## config.mk

```make
export PLATFORM = sky130hd
export DESIGN_NAME = fetch_queue
export DESIGN_NICKNAME = d
export VERILOG_FILES = /design/src/rtl/fetch_queue.sv
export SDC_FILE = /design/constraint.sdc
export NUM_CORES = 1
export LEC_CHECK = 0
export BUFFER_PORTS_ARGS = -buffer_cell sky130_fd_sc_hd__buf_4
export CAP_MARGIN = 20
export CORE_MARGIN = 2
export CORE_UTILIZATION = 58
export CTS_CLUSTER_SIZE = 40
export DETAILED_ROUTE_END_ITERATION = 8
export GPL_TIMING_DRIVEN = 0
export PLACE_DENSITY = 0.79
export SLEW_MARGIN = 40
export SYNTH_ARGS = -nofsm -noshare
export SYNTH_HDL_FRONTEND = slang
export SYNTH_SLANG_ARGS = --single-unit
```

## constraint.sdc

```tcl
create_clock -name clk -period 4.4 [get_ports clk]
set_input_delay 0.88 -clock clk [delete_from_list [all_inputs] [get_ports clk]]
set_output_delay 0.88 -clock clk [all_outputs]
set_load 0.03 [all_outputs]
```

## src/rtl/fetch_queue.sv

```systemverilog
// Four-entry instruction fetch queue between a combinational instruction RAM and IF/ID.
// Define FETCH_QUEUE_BYPASS_EN to present the RAM word directly when the queue is empty.
module fetch_queue (
    input  logic        clk,
    input  logic        Reset,
    output logic [31:0] ram_addr,
    input  logic [31:0] ram_data,
    input  logic        pop,
    input  logic        flush,
    input  logic [31:0] target,
    output logic        out_valid,
    output logic [31:0] out_instr,
    output logic [31:0] out_pc4,
    output logic [2:0]  count
);

    localparam int unsigned Depth = 4;

    logic [31:0] r_fpc;
    logic [2:0]  r_count;
    logic [1:0]  r_rd_ptr;
    logic [1:0]  r_wr_ptr;
    logic [31:0] r_instr_mem [Depth];
    logic [31:0] r_pc4_mem   [Depth];

    logic [31:0] w_fpc4;
    logic        w_q_valid;
    logic        w_full;
    logic        w_pop;
    logic        w_push;
    logic        w_byp;
    logic        w_byp_take;
    logic        w_fetch_adv;
    logic [2:0]  w_count_nxt;
    logic        w_unused_target;

    // Branch targets are word aligned; the low bits are dropped on redirect.
    assign w_unused_target = ^target[1:0];

    assign w_fpc4    = r_fpc + 32'd4;
    assign w_q_valid = (r_count != 3'd0);
    assign w_full    = (r_count == 3'd4);
    assign w_pop     = pop && w_q_valid && !flush;

`ifdef FETCH_QUEUE_BYPASS_EN
    // Empty queue forwards the RAM word; gated by Reset so outputs stay quiet during reset.
    assign w_byp      = Reset && !w_q_valid && !flush;
    assign w_byp_take = w_byp && pop;
`else
    assign w_byp      = 1'b0;
    assign w_byp_take = 1'b0;
`endif

    assign w_push      = !flush && !w_byp_take && (!w_full || w_pop);
    assign w_fetch_adv = w_push || w_byp_take;
    assign w_count_nxt = r_count + {2'b00, w_push} - {2'b00, w_pop};

    // Storage array carries no reset; entries are only observable once counted.
    always_ff @(posedge clk) begin
        if (w_push) begin
            r_instr_mem[r_wr_ptr] <= ram_data;
            r_pc4_mem[r_wr_ptr]   <= w_fpc4;
        end
    end

    always_ff @(posedge clk or negedge Reset) begin
        if (!Reset) begin
            r_fpc    <= 32'd0;
            r_count  <= 3'd0;
            r_rd_ptr <= 2'd0;
            r_wr_ptr <= 2'd0;
        end else if (flush) begin
            r_fpc    <= {target[31:2], 2'b00};
            r_count  <= 3'd0;
            r_rd_ptr <= 2'd0;
            r_wr_ptr <= 2'd0;
        end else begin
            if (w_fetch_adv) begin
                r_fpc <= w_fpc4;
            end
            if (w_push) begin
                r_wr_ptr <= r_wr_ptr + 2'd1;
            end
            if (w_pop) begin
                r_rd_ptr <= r_rd_ptr + 2'd1;
            end
            r_count <= w_count_nxt;
        end
    end

    always_comb begin
        out_valid = 1'b0;
        out_instr = 32'd0;
        out_pc4   = 32'd0;
        if (w_q_valid) begin
            out_valid = 1'b1;
            out_instr = r_instr_mem[r_rd_ptr];
            out_pc4   = r_pc4_mem[r_rd_ptr];
        end else if (w_byp) begin
            out_valid = 1'b1;
            out_instr = ram_data;
            out_pc4   = w_fpc4;
        end
    end

    assign ram_addr = r_fpc;
    assign count    = r_count;

endmodule

```

==> metrics.md <==
| Metric | Value |
|---|---|
| WHS | `0.311 ns` |
| Vias in the first global route | `7253` |
| WP data arrival | `2.82 ns` |
| Unrepaired setup endpoints after global routing | `false` |
| FILL cells | `1281` |
| Setup ws final | `0.696 ns` |
| Max Clk Rate | `270 MHz` |
| Syn Inst Count | `723` |
| Setup Skew | `0.0215 ns` |
| Clk pin slew, worst setup/hold paths | `0.06 ns` |
| Initial DRC count | `592` |
| Drt first pass iters | `5` |
| Final setup fails | `0` |
| Critical path fanouts, max | `10` |
| Overall power | `8.53 mW` |
| First-pass GRT wire length | `39700 um` |
| Antenna-violating nets left | `0` |
| Commonest non-fill, non-tap cells in the layout | `edfxtp_1 (248), buf_4 (167), mux4_2 (62), and2_1 (62), dfrtp_1 (37)` |
| Synth warn | `0` |
| Status | `completed` |
| Period minus WS final | `3.70 ns` |
| TNS Setup | `0 ns` |
| Nets@finish | `998` |
| I/O pin total | `168` |
| Inserted Clock Buffers | `29` |
| Final Hold Violating Endpoints | `0` |
| Netlist cell types | `48` |
| Slew headroom | `0.494` |
| # hold bufs at CTS | `0` |
| Average size of a mapped cell | `16.7 um2` |
| Pwr/cell area | `582 mW/mm2` |
| FF+latch count, synth | `285` |
| Register area share after synthesis | `0.692` |
| Placer Congestion | `0.887` |
| Routed WL | `25600 um` |
| Row cnt | `52` |
| CTS tree | `yes` |
| Clock Path Buffers | `3` |
| Clock sink count | `285` |
| Worst min path class | `input port to asynchronous set/reset pin` |
| Port Buffers | `160` |
| Residual DRC | `0` |
| Worst Setup End Kind | `output port` |
| Post-CTS Setup Bufs | `0` |
| Via density per instance | `5.91` |
| Critical Path RT | `3.52 ns` |
| Most common cell after layout, fill and taps aside | `edfxtp_1` |
| Max-Cap Viols | `0` |
| Slowest cell delay on critical path | `0.59 ns` |
| Initial antenna violation count | `0` |
| Worst R2R Start | `count[1]$_DFF_PN0_` |
| Synth Cell Area | `0.0121 mm2` |
| CP startpoint | `r_rd_ptr[0]$_DFFE_PN0P_` |
| WL/cell | `21.0 um` |
| Tot GR Track Use | `0.234` |
| Core Area | `0.0204 mm2` |
| Place WS | `0.821 ns` |
| Clk Latency, worst-skew pair | `0.54 ns` |
| Yosys top cell by area | `edfxtp_1` |
| Die Wd | `148 um` |
| Gr ovfl total | `0` |
| Largest net degree at the start of global routing | `38` |
| Share of layout cells above drive strength 1 | `0.324` |
| Die area | `0.0220 mm2` |
| Slew @ Worst Pin | `0.759 ns` |
| Initial Util | `0.594` |
| Peak supply drop | `0.000364 V` |
| Cell leakage power | `5.24 nW` |
| CTS root buffer | `clkbuf_16` |
| CP Class | `flop to output port` |
| Synth top area share | `0.616` |
| Detailed Place HPWL | `16900 um` |
| Slowest CP cell | `mux4_2` |
| Startpoint Class | `flop` |
| Slew Limit Fails | `0` |
| Chain of cells forming the critical path | `clkbuf_1 > buf_2 > mux4_2 > and2_1 > buf_4` |
| Post-CTS sizing | `0` |
| Final period utilization | `0.842` |
| Area grow syn2layout | `21.2%` |
| Die height | `148 um` |
| # diodes | `0` |
| Routed via count | `7178` |
| H-Tree Depth | `1` |
| Top post-synthesis cells by area | `edfxtp_1 (62%), mux4_2 (12%), dfrtp_1 (7.7%)` |
==> metal layers <==
| layer | vias to the layer above | part of all wire | global-route usage |
|---|---|---|---|
| met1 | 3606 | 0.41 | 0.327 |
| met2 | 316 | 0.49 | 0.393 |
| li1 | 3210 | - | - |
| met4 | 0 | 0.023 | 0.0614 |
| met3 | 46 | 0.074 | 0.0371 |
| met5 | - | 0 | 0 |
==> critical path: cells and delay by family (launching register included) <==
kind | cells | cell delay, ns
flops | 1 | 0.32
mux | 1 | 0.59
simple gates | 1 | 0.18
buf+inv | 3 | 1.21
==> state kept, by name, indices dropped and copies added, names as in the netlist <==
register     cells
r_instr_mem    128
r_pc4_mem      120
ram_addr        30
count            3
r_rd_ptr         2
r_wr_ptr         2
==> cell families (layout without fill, tap and decap cells) <==
kind of cell               Yosys count  count (layout)  share of synthesized area
AOI/OAI and AO/OA                   47              47                     0.0254
other                                1               4                   0.000310
DFF                                285             285                      0.692
buffers and inverters               57             275                     0.0240
muxes                               63              63                      0.116
xor gates and xnor gates            43              43                     0.0311
and+or+nand+nor                    219             219                      0.102
adders and majority gates            8               8                    0.00890
==> path summary, 6_finish.rpt <==
kind	endpoint	depth (start not counted)	slack, ns
max	out_pc4[12]	5	0.70
min	ram_addr[27]$_DFFE_PN0N_	1	0.31
max reg2reg	count[2]$_DFF_PN0_	13	1.34
min reg2reg	r_wr_ptr[1]$_DFFE_PN0N_	2	0.60
max in group asynchronous	r_rd_ptr[0]$_DFFE_PN0P_	1	3.71
min in group clk	r_instr_mem[2][0]$_DFFE_PP_	1	0.54
==> where the power goes <==
group | leakage [nW] | switching (mW) | internal (mW)
registers | 2.71 | 0.122 | 3.28
clock network | 0.443 | 0.962 | 1.32
logic | 2.08 | 1.69 | 1.16
==> cells in the mapped netlist, drive strengths merged <==
cell type,number
conb,1
clkinv,1
or4b,2
a221o,1
dfrtp,37
ha,7
or4,12
nor4,7
nor2b,1
o211ai,3
a31oi,13
o311ai,1
mux2i,1
nand4,14
nand2,34
and4,6
o21ai,14
and2,62
or2,1
xor2,25
and3,5
clkbuf,24
buf,24
nor4b,1
or3,4
o31ai,10
a21o,1
xnor2,18
nor2,36
a2bb2oi,2
a21oi,1
mux4,62
nor3,16
fa,1
edfxtp,248
inv,7
o211a,1
nand3,18
dlygate4sd3,1
==> metrics by stage <==
stage	instances	utilization	cell area (um2)
after floorplan	726	-	12100
after global placement	1156	0.670	13600
after detailed placement	1161	0.676	13800
after CTS	1214	0.720	14700
after global routing	1214	0.720	14700
final	1214	0.720	14700
==> area by class of cell <==
| type | count | area (um2) | share of cell area |
|---|---|---|---|
| multi-input combinational | 384 | 3470 | 0.237 |
| tap | 270 | 338 | 0.0230 |
| timing repair buffer | 165 | 1300 | 0.0888 |
| sequential | 285 | 8370 | 0.571 |
| buffer | 49 | 260 | 0.0178 |
| clock inverter | 12 | 86.3 | 0.00589 |
| clock buffer | 41 | 801 | 0.0546 |
| inverter | 8 | 30.0 | 0.00205 |
Power figures use the tool's default switching activity.
